`config.mk`:
```
export PLATFORM = sky130hd
export DESIGN_NAME = output_port_arbiter_flat
export DESIGN_NICKNAME = d
export VERILOG_FILES = /design/src/rtl/noc_pkg.sv /design/src/rtl/output_port_arbiter_if.sv /design/src/rtl/rr_priority_select.sv /design/src/rtl/output_port_arbiter.sv /design/src/flat_wrapper.sv
export SDC_FILE = /design/constraint.sdc
export NUM_CORES = 1
export LEC_CHECK = 0
export ABC_AREA = 1
export CORE_ASPECT_RATIO = 0.75
export CORE_UTILIZATION = 35
export DETAILED_ROUTE_END_ITERATION = 16
export GPL_TIMING_DRIVEN = 0
export PLACE_DENSITY = 0.58
export SLEW_MARGIN = 10
export SYNTH_ARGS = -nofsm -noshare
export SYNTH_HDL_FRONTEND = slang
export SYNTH_HIERARCHICAL = 1
export SYNTH_SLANG_ARGS = --single-unit
```
`constraint.sdc`:
```
create_clock -name clk -period 6.2 [get_ports clk]
set_input_delay 0.62 -clock clk [delete_from_list [all_inputs] [get_ports clk]]
set_output_delay 0.62 -clock clk [all_outputs]
set_load 0.02 [all_outputs]
```
`src/rtl/noc_pkg.sv`:
```
// Shared mesh-router definitions: port codes, request-vector bit positions and arbiter
// state encoding.
package noc_pkg;

  localparam int unsigned NUM_PORTS = 5;
  localparam int unsigned IDX_W     = 3;

  typedef logic [IDX_W-1:0] port_code_t;

  // Encoded port codes (index + 1); 0 means no port.
  localparam port_code_t LOCAL = 3'd1;
  localparam port_code_t NORTH = 3'd2;
  localparam port_code_t SOUTH = 3'd3;
  localparam port_code_t EAST  = 3'd4;
  localparam port_code_t WEST  = 3'd5;

  // Bit positions within a request vector.
  localparam int unsigned REQ_LOCAL = 0;
  localparam int unsigned REQ_NORTH = 1;
  localparam int unsigned REQ_SOUTH = 2;
  localparam int unsigned REQ_EAST  = 3;
  localparam int unsigned REQ_WEST  = 4;

  typedef enum logic {
    StIdle,
    StLocked
  } state_e;

endpackage

```
`src/rtl/output_port_arbiter_if.sv`:
```
// Request/grant bundle between the input ports and one output-port arbiter.
interface output_port_arbiter_if;
  import noc_pkg::*;

  logic [NUM_PORTS-1:0] req;
  logic [NUM_PORTS-1:0] tail_in;
  logic                 out_ready;
  logic [NUM_PORTS-1:0] grant;
  logic [IDX_W-1:0]     grant_code;
  logic                 busy;
  logic                 fire;

  // master: requesting side and downstream; slave: the arbiter.
  modport master (
    output req, tail_in, out_ready,
    input  grant, grant_code, busy, fire
  );

  modport slave (
    input  req, tail_in, out_ready,
    output grant, grant_code, busy, fire
  );

endinterface

```
`src/rtl/rr_priority_select.sv`:
```
// Cyclic priority select: first set request at or after ptr, wrapping from the top index to 0.
module rr_priority_select
  import noc_pkg::*;
#(
  parameter int unsigned NumPorts = NUM_PORTS,
  parameter int unsigned IdxW     = IDX_W
) (
  input  logic [NumPorts-1:0] req,
  input  logic [IdxW-1:0]     ptr,
  output logic                any,
  output logic [IdxW-1:0]     sel
);

  function automatic int unsigned wrap_add(input int unsigned a, input int unsigned b);
    int unsigned s;
    s = a + b;
    if (s >= NumPorts) s = s - NumPorts;
    return s;
  endfunction

  logic [NumPorts-1:0] rot;
  int unsigned         ptr_i;
  int unsigned         first;
  logic                found;

  // Rotate so ptr lands at bit 0, take the lowest set bit, then rotate the index back.
  always_comb begin
    ptr_i = 32'(ptr);
    rot   = '0;
    for (int unsigned i = 0; i < NumPorts; i++) begin
      for (int unsigned j = 0; j < NumPorts; j++) begin
        if (j == wrap_add(i, ptr_i)) rot[i] = req[j];
      end
    end
    found = 1'b0;
    first = 0;
    for (int unsigned i = 0; i < NumPorts; i++) begin
      if (rot[i] && !found) begin
        found = 1'b1;
        first = i;
      end
    end
    any = found;
    sel = IdxW'(wrap_add(first, ptr_i));
  end

endmodule

```
`src/rtl/output_port_arbiter.sv`:
```
// Per-output round-robin arbiter: grants one input for a whole packet (head to tail flit),
// then releases for one idle cycle and advances the priority pointer past the winner.
module output_port_arbiter
  import noc_pkg::*;
(
  input  logic                  clk,
  input  logic                  rst,
  output_port_arbiter_if.slave  bus
);

  state_e               state_q, state_d;
  logic [NUM_PORTS-1:0] grant_q, grant_d;
  logic [IDX_W-1:0]     code_q, code_d;
  logic [IDX_W-1:0]     ptr_q, ptr_d;

  logic             any;
  logic [IDX_W-1:0] sel;
  logic             fire;
  logic             tail_hit;

  rr_priority_select #(
    .NumPorts (NUM_PORTS),
    .IdxW     (IDX_W)
  ) u_sel (
    .req (bus.req),
    .ptr (ptr_q),
    .any (any),
    .sel (sel)
  );

  // grant_q is one-hot or zero, so masking selects only the granted input.
  assign fire     = |(grant_q & bus.req) & bus.out_ready;
  assign tail_hit = |(grant_q & bus.tail_in);

  always_comb begin
    state_d = state_q;
    grant_d = grant_q;
    code_d  = code_q;
    ptr_d   = ptr_q;
    unique case (state_q)
      StIdle: begin
        if (any) begin
          state_d = StLocked;
          for (int unsigned i = 0; i < NUM_PORTS; i++) begin
            grant_d[i] = (sel == IDX_W'(i));
          end
          code_d = sel + IDX_W'(1);
        end
      end
      StLocked: begin
        if (fire && tail_hit) begin
          state_d = StIdle;
          grant_d = '0;
          code_d  = '0;
          // code_q is index + 1, which is already the next pointer except at the wrap.
          ptr_d   = (code_q == IDX_W'(NUM_PORTS)) ? '0 : code_q;
        end
      end
      default: state_d = StIdle;
    endcase
  end

  always_ff @(posedge clk or posedge rst) begin
    if (rst) begin
      state_q <= StIdle;
      grant_q <= '0;
      code_q  <= '0;
      ptr_q   <= '0;
    end else begin
      state_q <= state_d;
      grant_q <= grant_d;
      code_q  <= code_d;
      ptr_q   <= ptr_d;
    end
  end

  assign bus.grant      = grant_q;
  assign bus.grant_code = code_q;
  assign bus.busy       = (state_q == StLocked);
  assign bus.fire       = fire;

endmodule

```
`src/flat_wrapper.sv`:
```
// flat-port wrapper written by rule: the top's interface ports become plain ports
module output_port_arbiter_flat import noc_pkg::*;
  (clk, rst, bus_req, bus_tail_in, bus_out_ready, bus_grant, bus_grant_code, bus_busy, bus_fire);
  output_port_arbiter_if bus_i ();
  input  logic clk;
  input  logic rst;
  input wire logic [$bits(bus_i.req)-1:0] bus_req;
  input wire logic [$bits(bus_i.tail_in)-1:0] bus_tail_in;
  input wire logic [$bits(bus_i.out_ready)-1:0] bus_out_ready;
  output wire logic [$bits(bus_i.grant)-1:0] bus_grant;
  output wire logic [$bits(bus_i.grant_code)-1:0] bus_grant_code;
  output wire logic [$bits(bus_i.busy)-1:0] bus_busy;
  output wire logic [$bits(bus_i.fire)-1:0] bus_fire;
  assign bus_i.req = bus_req;
  assign bus_i.tail_in = bus_tail_in;
  assign bus_i.out_ready = bus_out_ready;
  assign bus_grant = bus_i.grant;
  assign bus_grant_code = bus_i.grant_code;
  assign bus_busy = bus_i.busy;
  assign bus_fire = bus_i.fire;
  output_port_arbiter u_core (.clk(clk), .rst(rst), .bus(bus_i));
endmodule
```
==> flow_summary.json <==
{
  "synth_nets": 310,
  "worst_pin_slew_ns": 0.516,
  "io_pins": 23,
  "drive_gt1_share_pct": 14.4,
  "netlist_top_cells_area": "nand2_1, dfrtp_1, ha_1, nand3_1, inv_1",
  "die_h_um": 64.5,
  "initial_core_util_pct": 36.8,
  "coreArea_mm2": 0.00495,
  "clock-sinks": 12,
  "post-cts-setup-buffers": 0,
  "htreeDepth": 1,
  "synthFlopType": "dfrtp_1",
  "clk_pin_slew_ns": 0.05,
  "grt_first_pass_wirelength_um": 7710,
  "cts_tree": "yes",
  "crit_path_end_kind": "register",
  "diodes": 0,
  "crit_path_top_delay_cell": "dfrtp_1",
  "max_cap_violations": 0,
  "ys_types": 34,
  "dr.first_iter.drc_count": 135,
  "gp_congestion": 0.805,
  "drc": 0,
  "synth_enable_flop_cells": 0,
  "synth_top_cell_area_share_pct": 16.9,
  "fin_nets": 337,
  "cts_hold_buf": 0,
  "firstDrtPassIters": 4,
  "yosys.area.top_type": "nand2_1",
  "synthTopCellsByCount": "nand2_1, inv_1, nand3_1",
  "area_delta_synth_final_pct": 19.2,
  "crit_type": "register to register",
  "maxSlewViolCount": 0,
  "ant_nets": 0,
  "seq_area_frac_synth_pct": 16.5,
  "synth_seq_cells": 12,
  "viasPerCell": 4.87,
  "cts_resized": 0,
  "fmax_mhz": 190,
  "fin_hold_ws_ns": 0.516,
  "ys_warn_count": 6,
  "io_buffers": 22,
  "path_common_cell": "ha_1",
  "cts-buffers-inserted": 3,
  "grt_max_degree": 15,
  "worst_slack_ns": 0.946,
  "post-route-min-period_ns": 5.25,
  "critPathMaxStageDelay_ns": 0.52,
  "path_max_fanout": 9,
  "grt_overflow": 0,
  "syn-instance-count": 273,
  "wirelength_um": 4410,
  "grt_pass1_vias": 1589,
  "finalHoldViolCount": 0,
  "worstPathRequired_ns": 6.38,
  "max_slew_margin_pct": 65.6,
  "insertion_delay_ns": 0.24,
  "die_area_mm2": 0.00550,
  "die_w_um": 85.3,
  "synth_area_mm2": 0.00182,
  "setup_viol": 0,
  "track_usage_pct": 17.6,
  "place_area_mm2": 0.00212,
  "post-route-period-util_pct": 84.7,
  "cp-start-kind": "register",
  "cp_top_family": "adder cells",
  "min_path_type": "register to register",
  "worst_ep_arrival_time_ns": 5.43,
  "dp_hpwl_um": 3550,
  "cts_root_buf": "clkbuf_8",
  "status": "completed",
  "worst-path-buf-inv": 7,
  "place_ws_ns": 0.977,
  "final.setup.tns_ns": 0,
  "rsz0062_at_grt": "no",
  "n_fill_cell": 510,
  "vias": 1750,
  "skew_ns": 0.00111,
  "antenna_found_initial": 0,
  "synthArstFlopShare_pct": 100,
  "floorplan.rows": 22,
  "routedWlPerCell_um": 12.3,
  "synth_most_common_cell": "nand2_1",
  "clk_path_buf_depth": 2,
  "final_area_mm2": 0.00217,
  "synth_area_per_cell_um2": 6.67
}
## placed cells by master, fill, tap and decap left out, types with 2 or more instances in the layout
cell              n
buf_6             2
fa_1              2
xor2_1            3
nand3_2           2
nand3_4           3
o21ai_1           4
a21oi_1           9
nor2_1           11
nor2_2            4
inv_1            33
o211ai_1          2
a21oi_2           3
nor3_1            2
inv_2             6
dfrtp_1          12
nand3_1          27
nand2_4           3
nor2_4            2
clkdlybuf4s50_1  22
nand2_1          82
clkbuf_8          4
nand3b_1          2
nand4_1           5
ha_1             22
nand2_2           9
o21ai_0          13
## per-layer routing
layer,vias to the layer above,routed length (um),GRT usage (%)
met5,-,0,0
met4,0,0,1.25
met3,0,147,2.04
met2,25,1760,25.5
met1,793,2500,28.5
li1,932,-,-
## worst register-to-register path: stages, from the launching register on
cell and delay (ns):
dfrtp_1 0.52, inv_1 0.36, ha_1 0.36, inv_1 0.07, ha_1 0.19, a21oi_2 0.19
inv_2 0.09, o21ai_2 0.16, inv_2 0.06, nor2_2 0.09, inv_1 0.07, nand2_1 0.06
nand3_1 0.08, a21oi_2 0.23, a21boi_1 0.24, ha_1 0.19, inv_1 0.05, fa_1 0.49
ha_1 0.22, inv_1 0.08, nor2_1 0.04, o211ai_1 0.30, o21ai_0 0.21, ha_1 0.24
ha_1 0.27, or2_2 0.29, nand2_1 0.06
## metrics by stage
step / utilization (%) / instances
after global placement: 42.7 / 355
after global routing: 43.8 / 359
final: 43.8 / 359
after detailed placement: 42.7 / 355
after floorplan: - / 273
after CTS: 43.8 / 359
## sequential cells by signal, indices dropped and copies added (netlist names)
name	count
u_core/bus.busy	1
u_core/bus.grant	5
u_core/bus.grant_code	3
u_core/ptr_q	3
## logic make-up (layout without fill, tap and decap cells)
family          count (synthesis)  after routing  share of synthesized area, %
flops                          12             12                          16.5
buf+inv                        42             68                          9.62
simple gates                  154            154                          42.2
compound gates                 37             37                          12.0
fa+ha+maj                      24             24                          17.3
xor+xnor                        4              4                          2.34
## layout make-up
cell class / instances / area (um2) / area share (%)
Timing Repair Buffer: 22 / 220 / 10.1
Multi-Input combinational cell: 219 / 1350 / 62.0
Clock buffer: 4 / 55.1 / 2.53
Buffer: 2 / 22.5 / 1.04
Tap cell: 60 / 75.1 / 3.46
Sequential cell: 12 / 300 / 13.8
Inverter: 40 / 153 / 7.03
## worst paths after layout
| check | from | endpoint | slack (ns) | cells after the start |
|---|---|---|---|---|
| max | u_core/ptr_q[1] | u_core/bus.grant_code[2] | 0.95 | 26 |
| min | u_core/bus.busy | u_core/bus.busy | 0.52 | 1 |
| max reg2reg | u_core/ptr_q[1] | u_core/bus.grant_code[2] | 0.95 | 26 |
| min reg2reg | u_core/bus.busy | u_core/bus.busy | 0.52 | 1 |
| max in group asynchronous | rst | u_core/bus.grant_code[2] | 5.19 | 2 |
| min in group asynchronous | rst | u_core/bus.grant[3] | 0.69 | 2 |
Power is not shown: default switching activity piles up to over one toggle a cycle in this logic, so the estimate is an artifact.
